### src/rtl/heq_pkg.sv
// Shared widths, scratch-memory base addresses and FSM encoding for the
// histogram-equalization LUT builder.
package heq_pkg;

    localparam int BIN_W       = 32;
    localparam int LUT_W       = 8;
    localparam int WORD_W      = 128;
    localparam int BINS_PER_RD = 4;
    localparam int BINS_PER_WR = 16;

    localparam logic [15:0] CDF_BASE_ADDR_DEF = 16'd64;
    localparam logic [15:0] LUT_BASE_ADDR_DEF = 16'd128;

    typedef enum logic [3:0] {
        S_IDLE,
        S_SETUP,
        S_RD_REQ,
        S_RD_WAIT,
        S_LOAD,
        S_DIV_START,
        S_DIV_WAIT,
        S_WRITE,
        S_DONE
    } state_e;

endpackage

### src/rtl/heq_lut_gen_if.sv
// Control, scratch-memory read and LUT write-back signals of the LUT builder.
interface heq_lut_gen_if;
    import heq_pkg::*;

    logic              start;
    logic [BIN_W-1:0]  cdf_min;
    logic [BIN_W-1:0]  total_pixels;
    logic [WORD_W-1:0] mem_rdata;
    logic [15:0]       read_addr;
    logic              we;
    logic [15:0]       write_addr;
    logic [WORD_W-1:0] write_data;
    logic              busy;
    logic              done;
    logic              degenerate;

    modport slave (
        input  start, cdf_min, total_pixels, mem_rdata,
        output read_addr, we, write_addr, write_data, busy, done, degenerate
    );

    modport master (
        output start, cdf_min, total_pixels, mem_rdata,
        input  read_addr, we, write_addr, write_data, busy, done, degenerate
    );

endinterface

### src/rtl/heq_seq_divider.sv
// Restoring divider, one quotient bit per cycle; o_done pulses DIVIDEND_W cycles
// after the i_start cycle. i_start while busy is ignored.
module heq_seq_divider #(
    parameter int DIVIDEND_W = 40,
    parameter int DIVISOR_W  = 32
) (
    input  logic                  clk,
    input  logic                  reset,
    input  logic                  i_start,
    input  logic [DIVIDEND_W-1:0] i_dividend,
    input  logic [DIVISOR_W-1:0]  i_divisor,
    output logic                  o_busy,
    output logic                  o_done,
    output logic [DIVIDEND_W-1:0] o_quotient
);
    localparam int CNT_W = $clog2(DIVIDEND_W + 1);

    logic                  r_busy;
    logic                  r_done;
    logic [DIVIDEND_W-1:0] r_quo;
    logic [DIVISOR_W-1:0]  r_rem;
    logic [DIVISOR_W-1:0]  r_dvs;
    logic [CNT_W-1:0]      r_cnt;

    logic [DIVISOR_W:0]    w_trial;
    logic                  w_ge;
    logic [DIVISOR_W-1:0]  w_diff;

    // Remainder stays below the divisor, so only the trial value needs the extra bit.
    assign w_trial = {r_rem, r_quo[DIVIDEND_W-1]};
    assign w_ge    = (w_trial >= {1'b0, r_dvs});
    assign w_diff  = w_trial[DIVISOR_W-1:0] - r_dvs;

    always_ff @(posedge clk) begin
        if (reset) begin
            r_busy <= 1'b0;
            r_done <= 1'b0;
            r_quo  <= '0;
            r_rem  <= '0;
            r_dvs  <= '0;
            r_cnt  <= '0;
        end else begin
            r_done <= 1'b0;
            if (i_start && !r_busy) begin
                r_busy <= 1'b1;
                r_quo  <= i_dividend;
                r_rem  <= '0;
                r_dvs  <= i_divisor;
                r_cnt  <= CNT_W'(DIVIDEND_W);
            end else if (r_busy) begin
                r_quo <= {r_quo[DIVIDEND_W-2:0], w_ge};
                r_rem <= w_ge ? w_diff : w_trial[DIVISOR_W-1:0];
                r_cnt <= r_cnt - 1'b1;
                if (r_cnt == CNT_W'(1)) begin
                    r_busy <= 1'b0;
                    r_done <= 1'b1;
                end
            end
        end
    end

    assign o_busy     = r_busy;
    assign o_done     = r_done;
    assign o_quotient = r_quo;

endmodule

### src/rtl/heq_lut_gen.sv
// Builds the equalization LUT from the CDF in scratch memory, ~41 cycles per bin;
// no backpressure: reads are fixed-latency and each LUT word is a single write pulse.
module heq_lut_gen
    import heq_pkg::*;
#(
    parameter logic [15:0] CDF_BASE_ADDR = CDF_BASE_ADDR_DEF,
    parameter logic [15:0] LUT_BASE_ADDR = LUT_BASE_ADDR_DEF,
    parameter int          NUM_BINS      = 256,
    parameter int          DIVIDEND_W    = 40
) (
    input  logic         clk,
    input  logic         reset,
    heq_lut_gen_if.slave bus
);
    localparam int                LANE_W       = $clog2(BINS_PER_RD);
    localparam logic [15:0]       LAST_WR_ADDR = LUT_BASE_ADDR + 16'(NUM_BINS / BINS_PER_WR - 1);
    localparam logic [LANE_W-1:0] LAST_LANE    = LANE_W'(BINS_PER_RD - 1);
    localparam logic [3:0]        LAST_IN_WORD = 4'(BINS_PER_WR - 1);

    state_e              r_state;
    state_e              w_state_nxt;
    state_e              w_after_bin;

    logic [BIN_W-1:0]    r_cdf_min;
    logic [BIN_W-1:0]    r_total;
    logic [BIN_W-1:0]    r_denom;
    logic                r_degen;
    logic [15:0]         r_rd_addr;
    logic [15:0]         r_wr_addr;
    logic [WORD_W-1:0]   r_wr_data;
    logic [BIN_W-1:0]    r_lane [BINS_PER_RD];
    logic [LANE_W-1:0]   r_lane_idx;
    logic [3:0]          r_word_pos;

    logic [BIN_W-1:0]      w_cdf;
    logic [BIN_W-1:0]      w_num;
    logic [DIVIDEND_W-1:0] w_dividend;
    logic [DIVIDEND_W-1:0] w_quotient;
    logic                  w_div_start;
    logic                  w_div_busy;
    logic                  w_div_done;
    logic                  w_store;
    logic [LUT_W-1:0]      w_byte;

    // Bins before the first non-zero bin clamp to a zero numerator.
    assign w_cdf      = r_lane[r_lane_idx];
    assign w_num      = (w_cdf >= r_cdf_min) ? (w_cdf - r_cdf_min) : '0;
    assign w_dividend = DIVIDEND_W'(w_num) * DIVIDEND_W'(255) + DIVIDEND_W'(r_denom >> 1);

    assign w_div_start = (r_state == S_DIV_START) && !r_degen && !w_div_busy;
    assign w_store     = ((r_state == S_DIV_START) && r_degen) ||
                         ((r_state == S_DIV_WAIT) && w_div_done);
    assign w_byte      = r_degen                              ? '0    :
                         (w_quotient > DIVIDEND_W'(255))      ? 8'hFF :
                                                                w_quotient[LUT_W-1:0];

    heq_seq_divider #(
        .DIVIDEND_W (DIVIDEND_W),
        .DIVISOR_W  (BIN_W)
    ) u_div (
        .clk        (clk),
        .reset      (reset),
        .i_start    (w_div_start),
        .i_dividend (w_dividend),
        .i_divisor  (r_denom),
        .o_busy     (w_div_busy),
        .o_done     (w_div_done),
        .o_quotient (w_quotient)
    );

    always_ff @(posedge clk) begin
        if (reset) r_state <= S_IDLE;
        else       r_state <= w_state_nxt;
    end

    always_comb begin
        w_after_bin = S_RD_REQ;
        if (r_lane_idx != LAST_LANE)         w_after_bin = S_DIV_START;
        else if (r_word_pos == LAST_IN_WORD) w_after_bin = S_WRITE;

        w_state_nxt = r_state;
        case (r_state)
            S_IDLE:      if (bus.start) w_state_nxt = S_SETUP;
            S_SETUP:     w_state_nxt = S_RD_REQ;
            S_RD_REQ:    w_state_nxt = S_RD_WAIT;
            S_RD_WAIT:   w_state_nxt = S_LOAD;
            S_LOAD:      w_state_nxt = S_DIV_START;
            S_DIV_START: begin
                if (r_degen)         w_state_nxt = w_after_bin;
                else if (!w_div_busy) w_state_nxt = S_DIV_WAIT;
            end
            S_DIV_WAIT:  if (w_div_done) w_state_nxt = w_after_bin;
            S_WRITE:     w_state_nxt = (r_wr_addr == LAST_WR_ADDR) ? S_DONE : S_RD_REQ;
            S_DONE:      w_state_nxt = S_IDLE;
            default:     w_state_nxt = S_IDLE;
        endcase
    end

    always_ff @(posedge clk) begin
        if (reset) begin
            r_cdf_min  <= '0;
            r_total    <= '0;
            r_denom    <= '0;
            r_degen    <= 1'b0;
            r_rd_addr  <= CDF_BASE_ADDR;
            r_wr_addr  <= LUT_BASE_ADDR;
            r_wr_data  <= '0;
            r_lane_idx <= '0;
            r_word_pos <= '0;
            for (int i = 0; i < BINS_PER_RD; i++) r_lane[i] <= '0;
        end else begin
            case (r_state)
                S_IDLE: begin
                    if (bus.start) begin
                        r_cdf_min <= bus.cdf_min;
                        r_total   <= bus.total_pixels;
                        r_degen   <= 1'b0;
                    end
                end
                S_SETUP: begin
                    r_denom    <= r_total - r_cdf_min;
                    r_degen    <= (r_total == r_cdf_min);
                    r_rd_addr  <= CDF_BASE_ADDR;
                    r_wr_addr  <= LUT_BASE_ADDR;
                    r_word_pos <= '0;
                end
                S_LOAD: begin
                    for (int i = 0; i < BINS_PER_RD; i++)
                        r_lane[i] <= bus.mem_rdata[WORD_W-1-BIN_W*i -: BIN_W];
                    r_lane_idx <= '0;
                end
                S_DIV_START, S_DIV_WAIT: begin
                    // Bytes enter at the bottom so bin 0 of the word ends in the top byte.
                    if (w_store) begin
                        r_wr_data  <= {r_wr_data[WORD_W-LUT_W-1:0], w_byte};
                        r_word_pos <= r_word_pos + 4'd1;
                        if (r_lane_idx != LAST_LANE)
                            r_lane_idx <= r_lane_idx + 1'b1;
                        else if (r_word_pos != LAST_IN_WORD)
                            r_rd_addr <= r_rd_addr + 16'd1;
                    end
                end
                S_WRITE: begin
                    if (r_wr_addr != LAST_WR_ADDR) begin
                        r_rd_addr <= r_rd_addr + 16'd1;
                        r_wr_addr <= r_wr_addr + 16'd1;
                    end
                end
                default: ;
            endcase
        end
    end

    assign bus.read_addr  = r_rd_addr;
    assign bus.write_addr = r_wr_addr;
    assign bus.write_data = r_wr_data;
    assign bus.we         = (r_state == S_WRITE);
    assign bus.busy       = (r_state != S_IDLE) && (r_state != S_DONE);
    assign bus.done       = (r_state == S_DONE);
    assign bus.degenerate = r_degen;

endmodule

### src/flat_wrapper.sv
// flat-port wrapper written by rule: the top's interface ports become plain ports
module heq_lut_gen_flat import heq_pkg::*;
#(
    parameter logic [15:0] CDF_BASE_ADDR = CDF_BASE_ADDR_DEF,
    parameter logic [15:0] LUT_BASE_ADDR = LUT_BASE_ADDR_DEF,
    parameter int          NUM_BINS      = 256,
    parameter int          DIVIDEND_W    = 40
)
  (clk, reset, bus_start, bus_cdf_min, bus_total_pixels, bus_mem_rdata, bus_read_addr, bus_we, bus_write_addr, bus_write_data, bus_busy, bus_done, bus_degenerate);
  heq_lut_gen_if bus_i ();
  input  logic clk;
  input  logic reset;
  input wire logic [$bits(bus_i.start)-1:0] bus_start;
  input wire logic [$bits(bus_i.cdf_min)-1:0] bus_cdf_min;
  input wire logic [$bits(bus_i.total_pixels)-1:0] bus_total_pixels;
  input wire logic [$bits(bus_i.mem_rdata)-1:0] bus_mem_rdata;
  output wire logic [$bits(bus_i.read_addr)-1:0] bus_read_addr;
  output wire logic [$bits(bus_i.we)-1:0] bus_we;
  output wire logic [$bits(bus_i.write_addr)-1:0] bus_write_addr;
  output wire logic [$bits(bus_i.write_data)-1:0] bus_write_data;
  output wire logic [$bits(bus_i.busy)-1:0] bus_busy;
  output wire logic [$bits(bus_i.done)-1:0] bus_done;
  output wire logic [$bits(bus_i.degenerate)-1:0] bus_degenerate;
  assign bus_i.start = bus_start;
  assign bus_i.cdf_min = bus_cdf_min;
  assign bus_i.total_pixels = bus_total_pixels;
  assign bus_i.mem_rdata = bus_mem_rdata;
  assign bus_read_addr = bus_i.read_addr;
  assign bus_we = bus_i.we;
  assign bus_write_addr = bus_i.write_addr;
  assign bus_write_data = bus_i.write_data;
  assign bus_busy = bus_i.busy;
  assign bus_done = bus_i.done;
  assign bus_degenerate = bus_i.degenerate;
  heq_lut_gen #(.CDF_BASE_ADDR(CDF_BASE_ADDR), .LUT_BASE_ADDR(LUT_BASE_ADDR), .NUM_BINS(NUM_BINS), .DIVIDEND_W(DIVIDEND_W)) u_core (.clk(clk), .reset(reset), .bus(bus_i));
endmodule
### config.mk
export PLATFORM = sky130hd
export DESIGN_NAME = heq_lut_gen_flat
export DESIGN_NICKNAME = d
export VERILOG_FILES = /design/src/rtl/heq_pkg.sv /design/src/rtl/heq_lut_gen_if.sv /design/src/rtl/heq_seq_divider.sv /design/src/rtl/heq_lut_gen.sv /design/src/flat_wrapper.sv
export SDC_FILE = /design/constraint.sdc
export NUM_CORES = 2
export LEC_CHECK = 0
export CELL_PAD_IN_SITES_DETAIL_PLACEMENT = 1
export CELL_PAD_IN_SITES_GLOBAL_PLACEMENT = 2
export CORE_MARGIN = 2
export CORE_UTILIZATION = 25
export DETAILED_ROUTE_END_ITERATION = 8
export HOLD_SLACK_MARGIN = 0.05
export MAX_ROUTING_LAYER = met4
export PLACE_DENSITY_LB_ADDON = 0.05
export SLEW_MARGIN = 10
export SYNTH_ARGS = -nofsm -noshare
export SYNTH_HDL_FRONTEND = slang
export SYNTH_SLANG_ARGS = --single-unit
### constraint.sdc
create_clock -name clk -period 11.7 [get_ports clk]
set_clock_uncertainty 0.05 [all_clocks]
set_input_delay 2.34 -clock clk [delete_from_list [all_inputs] [get_ports clk]]
set_output_delay 2.34 -clock clk [all_outputs]
set_load 0.005 [all_outputs]
Word-level counts from Yosys, hierarchy flattened
Memory sizes are Yosys's and may differ from the RTL's. A register that Yosys moved wholly into a read port is not among the register bits.
Index checks and enable logic that the tools add are counted.
- multiply operators: 1
- bitwise gates (word level): 5
- reductions and logical operators: 28
- multiplexer cells: 45
- $add $sub $neg: 9
- $lt $le $gt $ge: 3
- eq/ne operators: 24
- operators by type and width (operator ; count):
    two-way mux 32 bit ; 6
    subtractor 32 bit ; 3
    two-way mux 16 bit ; 5
    two-way mux 40 bit ; 2
    case mux 16 bit (3 select lines) ; 1
    adder 40 x 31 -> 40 bit ; 1
    > comparator 40 x 8 -> 1 bit, second input constant ; 1
    multiplier 32 x 8 -> 40 bit, second input constant ; 1
    >= comparator 33 x 32 -> 1 bit ; 1
    adder 16 x 1 -> 16 bit, second input constant ; 2
    equality test 32 bit ; 1
    >= comparator 32 bit ; 1
    case mux 16 bit (2 select lines) ; 1
    case mux 4 bit (8 select lines) ; 1
    two-way mux 4 bit ; 7
    equality test 16 x 8 -> 1 bit, second input constant ; 1
    equality test 4 x 3 -> 1 bit, second input constant ; 4
    two-way mux 8 bit ; 2
    inequality test 16 x 8 -> 1 bit, second input constant ; 1
    two-way mux 6 bit ; 2
    two-way mux 1 bit ; 10
    AND reduction 2 bit ; 5
    nonzero test 2 bit ; 5
    equality test 4 x 2 -> 1 bit, second input constant ; 2
    other kinds (27) ; 49
- logic and storage cells: 133
- bits in writable memories: 128
- output and inout bits: 164
- memories kept: 1
- input bits: 195
- flip-flop bits (word level): 379
- memories (memory ; depth ; width ; rd ports ; clocked after memory_dff ; write ports ; line ; RTL):
    u_core.r_lane ; 4 ; 32 ; 1 ; 1 ; 4 ; heq_lut_gen.sv:31 ; logic [BIN_W-1:0] r_lane [BINS_PER_RD];

Depth between registers and ports, before layout
- depth after elaboration: 7
- gate-level depth with buffers: 37
- mapped depth without buffers: 35

By module
Synthesis repeated with hierarchy kept, for this count alone.
- cell total of the unflattened synthesis: 3681
- area total of the unflattened synthesis: 32292.2 um^2
- modules (own cells, without submodules) (module ; sequential area each (um^2) ; times used ; area each (um^2) ; cells each):
    heq_lut_gen ; 9228.9 ; 1 ; 25761.0 ; 2829
    heq_seq_divider ; 2242.2 ; 1 ; 6531.3 ; 852

Least setup slack after synthesis
No wires, ideal clock.
- kind: reg2reg
- start: register u_core.r_state[3]
- end: memory u_core.r_lane[0][0] (enable)
- required time: 10.846 ns
- period minus slack after synthesis: 10.855 ns
- buffers on the path: 1
- setup time: 0.804 ns
- arrival time: 10.002 ns
- slack: 0.845 ns
- stages on the path, launching flop included: 4
- cells stage by stage: dfxtp_1 nand2b_1 clkbuf_1 o31ai_1
- RTL lines (item ; line ; RTL):
    from (decl) ; heq_lut_gen.sv:20 ; state_e r_state;
    from (signal assigned) ; heq_lut_gen.sv:73 ; else r_state <= w_state_nxt;
    to (decl) ; heq_lut_gen.sv:31 ;

==> results.tsv <==
stage	metric	value	unit
outcome	status	finished, final reports clean	
global_routing	overflow	0	
setup_path	setup.worst_path.end_class	register	
setup_path	worstSetupPathType	register to register	
placed_design	portBuffers	358	
placed_design	place_congestion	0.795	
clock_network	numCtsBuffers	68	
setup_path	critPathSlowestCell	a311oi_2	
timing	finalHoldViolations	0	
timing	min_period_over_period	0.859	
logic_synthesis	synth_area_per_cell	8.78	sq um
clock_network	clk_latency	650	ps
route	final_antenna_net_count	0	
logic_synthesis	ys_seq_area_frac	0.360	
floorplanning	fp.dieW	361	microns
clock_network	cts_tree	done	
timing	setup_viol_count_final	0	
run	cap_violations	0	
setup_path	reg2reg_to	u_core.u_div.o_quotient[27]$_SDFFE_PP0P_	
min_path	hold_path.class	register to register	
global_routing	grt.total_usage	0.173	
clock_network	clockBufferDepth	3	
logic_synthesis	synth.largest_area_cell	dfxtp_1	
floorplanning	initial_core_util	0.251	
floorplanning	std_cell_rows	131	
logic_synthesis	yosys_warnings	0	
route	via_count	25487	
route	avgRoutedWirePerCell	19.5	microns
floorplanning	die_area	130000	sq um
timing	rsz0062_at_grt	no	
setup_path	ff2ff_path_depth	33	
global_routing	grt_max_degree	141	
global_routing	grt_pass1_wl	170	mm
logic_synthesis	syn-cell-area	31900	sq um
logic_synthesis	synthTopCellsByArea	dfxtp_1 24%, edfxtp_1 12%, fa_1 12%	
layout	areaGrowthSynthToFinish	24.3	%
global_routing	antenna_found_initial	3	
logic_synthesis	synth_top_area_share	0.239	
floorplanning	ios	359	
min_path	holdPathStages	2	
route	drc	0	
timing	worstMarginPinSlew	1050	ps
timing	period_minus_slack	10040	ps
timing	final.setup.tns	0	ps
logic_synthesis	synth_cell_type_count	90	
logic_synthesis	synth_most_common_cell	nand2_1	
clock_network	postCtsSetupRepairBufs	0	
setup_path	reg2reg_slack	1660	ps
route	vias_per_cell	4.52	
logic_synthesis	synth_nets	4173	
route	routed_wl	110	mm
setup_path	critPathMaxFanout	17	
clock_network	cts_resized	0	
logic_synthesis	synth_top_cells_by_count	644 x nand2_1, 416 x a21oi_1, 383 x inv_1	
layout	drive_gt1_frac	0.0612	
timing	max_clock_freq	99.6	MHz
logic_synthesis	synth_enable_flop_cells	128	
clock_network	cts_max_level	3	
setup_path	start_kind	register	
layout	nets	4458	
floorplanning	core_region_area	127000	sq um
placed_design	dp_hpwl	85.4	mm
logic_synthesis	async_flop_share	0	
timing	finalMaxSlewViolations	0	
timing	slew_headroom	0.302	
route	drt-initial-drc-count	1167	
setup_path	cp_common_cell	inv_1	
clock_network	root_buffer	clkbuf_16	
setup_path	required	12180	ps
route	drt_first_pass_iters	4	
clock_network	postCtsHoldBufs	0	
clock_network	clock-sinks	509	
logic_synthesis	ys_ff_latch	509	
setup_path	critical-path-max-stage-delay	890	ps
logic_synthesis	synthCells	3632	
floorplanning	die_y	361	microns
global_routing	first_global_vias	27642	
logic_synthesis	synthFlopType	dfxtp_1	
min_path	hold_start	u_core.r_cdf_min[10]$_SDFFE_PP0P_	
setup_path	cp.arrival	10520	ps
clock_network	cts.clk_slew.worst_paths	70	ps
min_path	worstHoldEndpoint	u_core.r_cdf_min[10]$_SDFFE_PP0P_	
## flip-flops by register name, indices dropped and copies added (netlist names), 4 cells and up, named ones only
name / count
u_core.r_word_pos: 4
u_core.r_cdf_min: 32
u_core.u_div.r_rem: 32
u_core.bus.write_addr: 16
u_core.r_lane: 128
u_core.bus.read_addr: 16
u_core.bus.write_data: 128
u_core.r_denom: 32
u_core.r_total: 32
u_core.u_div.r_dvs: 32
u_core.r_state: 4
u_core.u_div.r_cnt: 6
u_core.u_div.o_quotient: 40
## stage by stage
stage	setup slack [ps]	cell area [sq um]	utilization	std cells	hold WS, ps
after floorplan	845	31900	-	3632	382
final	1660	39600	0.312	5633	400
after global placement	1610	37200	0.293	5509	392
after global routing	797	39600	0.312	5633	427
after CTS	1430	39600	0.312	5631	405
after detailed placement	1470	37200	0.293	5509	397
## cells in the final DEF, fill, tap and decap left out, types with 11 or more instances in the layout
master	instances
xor2_1	68
xnor2_1	70
and2_1	145
o211a_1	13
nor4_1	13
a31oi_1	34
o211ai_1	14
inv_2	11
mux4_2	32
clkbuf_1	14
nand4_1	36
a21oi_1	416
nor2b_1	16
edfxtp_1	128
fa_1	184
buf_4	35
o21a_1	17
o21ai_0	119
nand2b_1	25
or3_1	13
and3_1	18
a211oi_1	26
nor2_1	144
clkdlybuf4s50_1	357
inv_1	383
a21o_1	76
dfxtp_1	378
nor3_1	42
clkbuf_16	69
nand2_1	643
nand3_1	55
ha_1	162
and2_4	11
## worst max-delay path: cells and delay by family (launching register included)
family                     cells  cell delay, ps
AOI/OAI and AO/OA             16            4260
DFF                            1             720
and+or+nand+nor                2             520
muxes                          1             590
adders and majority gates      7            3260
xor gates and xnor gates       1             130
buffers and inverters          6             380
## worst max-delay path by stage
stage / end / slack (ps) / depth (start not counted)
2_1_floorplan: u_core.r_lane[0][0]$_SDFFCE_PN0P_ / 840 / 3
4_1_cts: u_core.u_div.o_quotient[27]$_SDFFE_PP0P_ / 1430 / 33
3_5_place_dp: u_core.u_div.o_quotient[39]$_SDFFE_PP0P_ / 1470 / 33
5_1_grt: u_core.u_div.o_quotient[27]$_SDFFE_PP0P_ / 800 / 31
3_3_place_gp: u_core.u_div.o_quotient[39]$_SDFFE_PP0P_ / 1610 / 33
6_report: u_core.u_div.o_quotient[27]$_SDFFE_PP0P_ / 1660 / 33
## cell families after synthesis
| logic type | synth area share |
|---|---|
| multiplexers | 0.0254 |
| AO/OA/AOI/OAI | 0.155 |
| AND/OR/NAND/NOR | 0.174 |
| buffers and inverters | 0.0684 |
| flip-flops | 0.360 |
| adder cells (fa/ha/maj) | 0.179 |
| XOR/XNOR | 0.0379 |
## per-layer routing
layer | vias up | track usage | part of all wire
li1 | 12758 | - | -
met1 | 12283 | 0.228 | 0.48
met2 | 353 | 0.281 | 0.47
met3 | 93 | 0.0249 | 0.038
met4 | 0 | 0.0385 | 0.016
met5 | - | - | 0
## cell type report
class | count | area (sq um)
repair buffers | 394 | 3870
clock buffers | 94 | 1920
inverters | 394 | 1480
multi-input cells | 2550 | 18300
diodes | 2 | 5.00
fillers | 14604 | 87400
flip-flops and latches | 509 | 11500
clock inverters | 28 | 472
well taps | 1662 | 2080
Power is left out: the tool's default activity adds up to more than one toggle a clock period on the data nets, which glitch-free logic cannot reach.
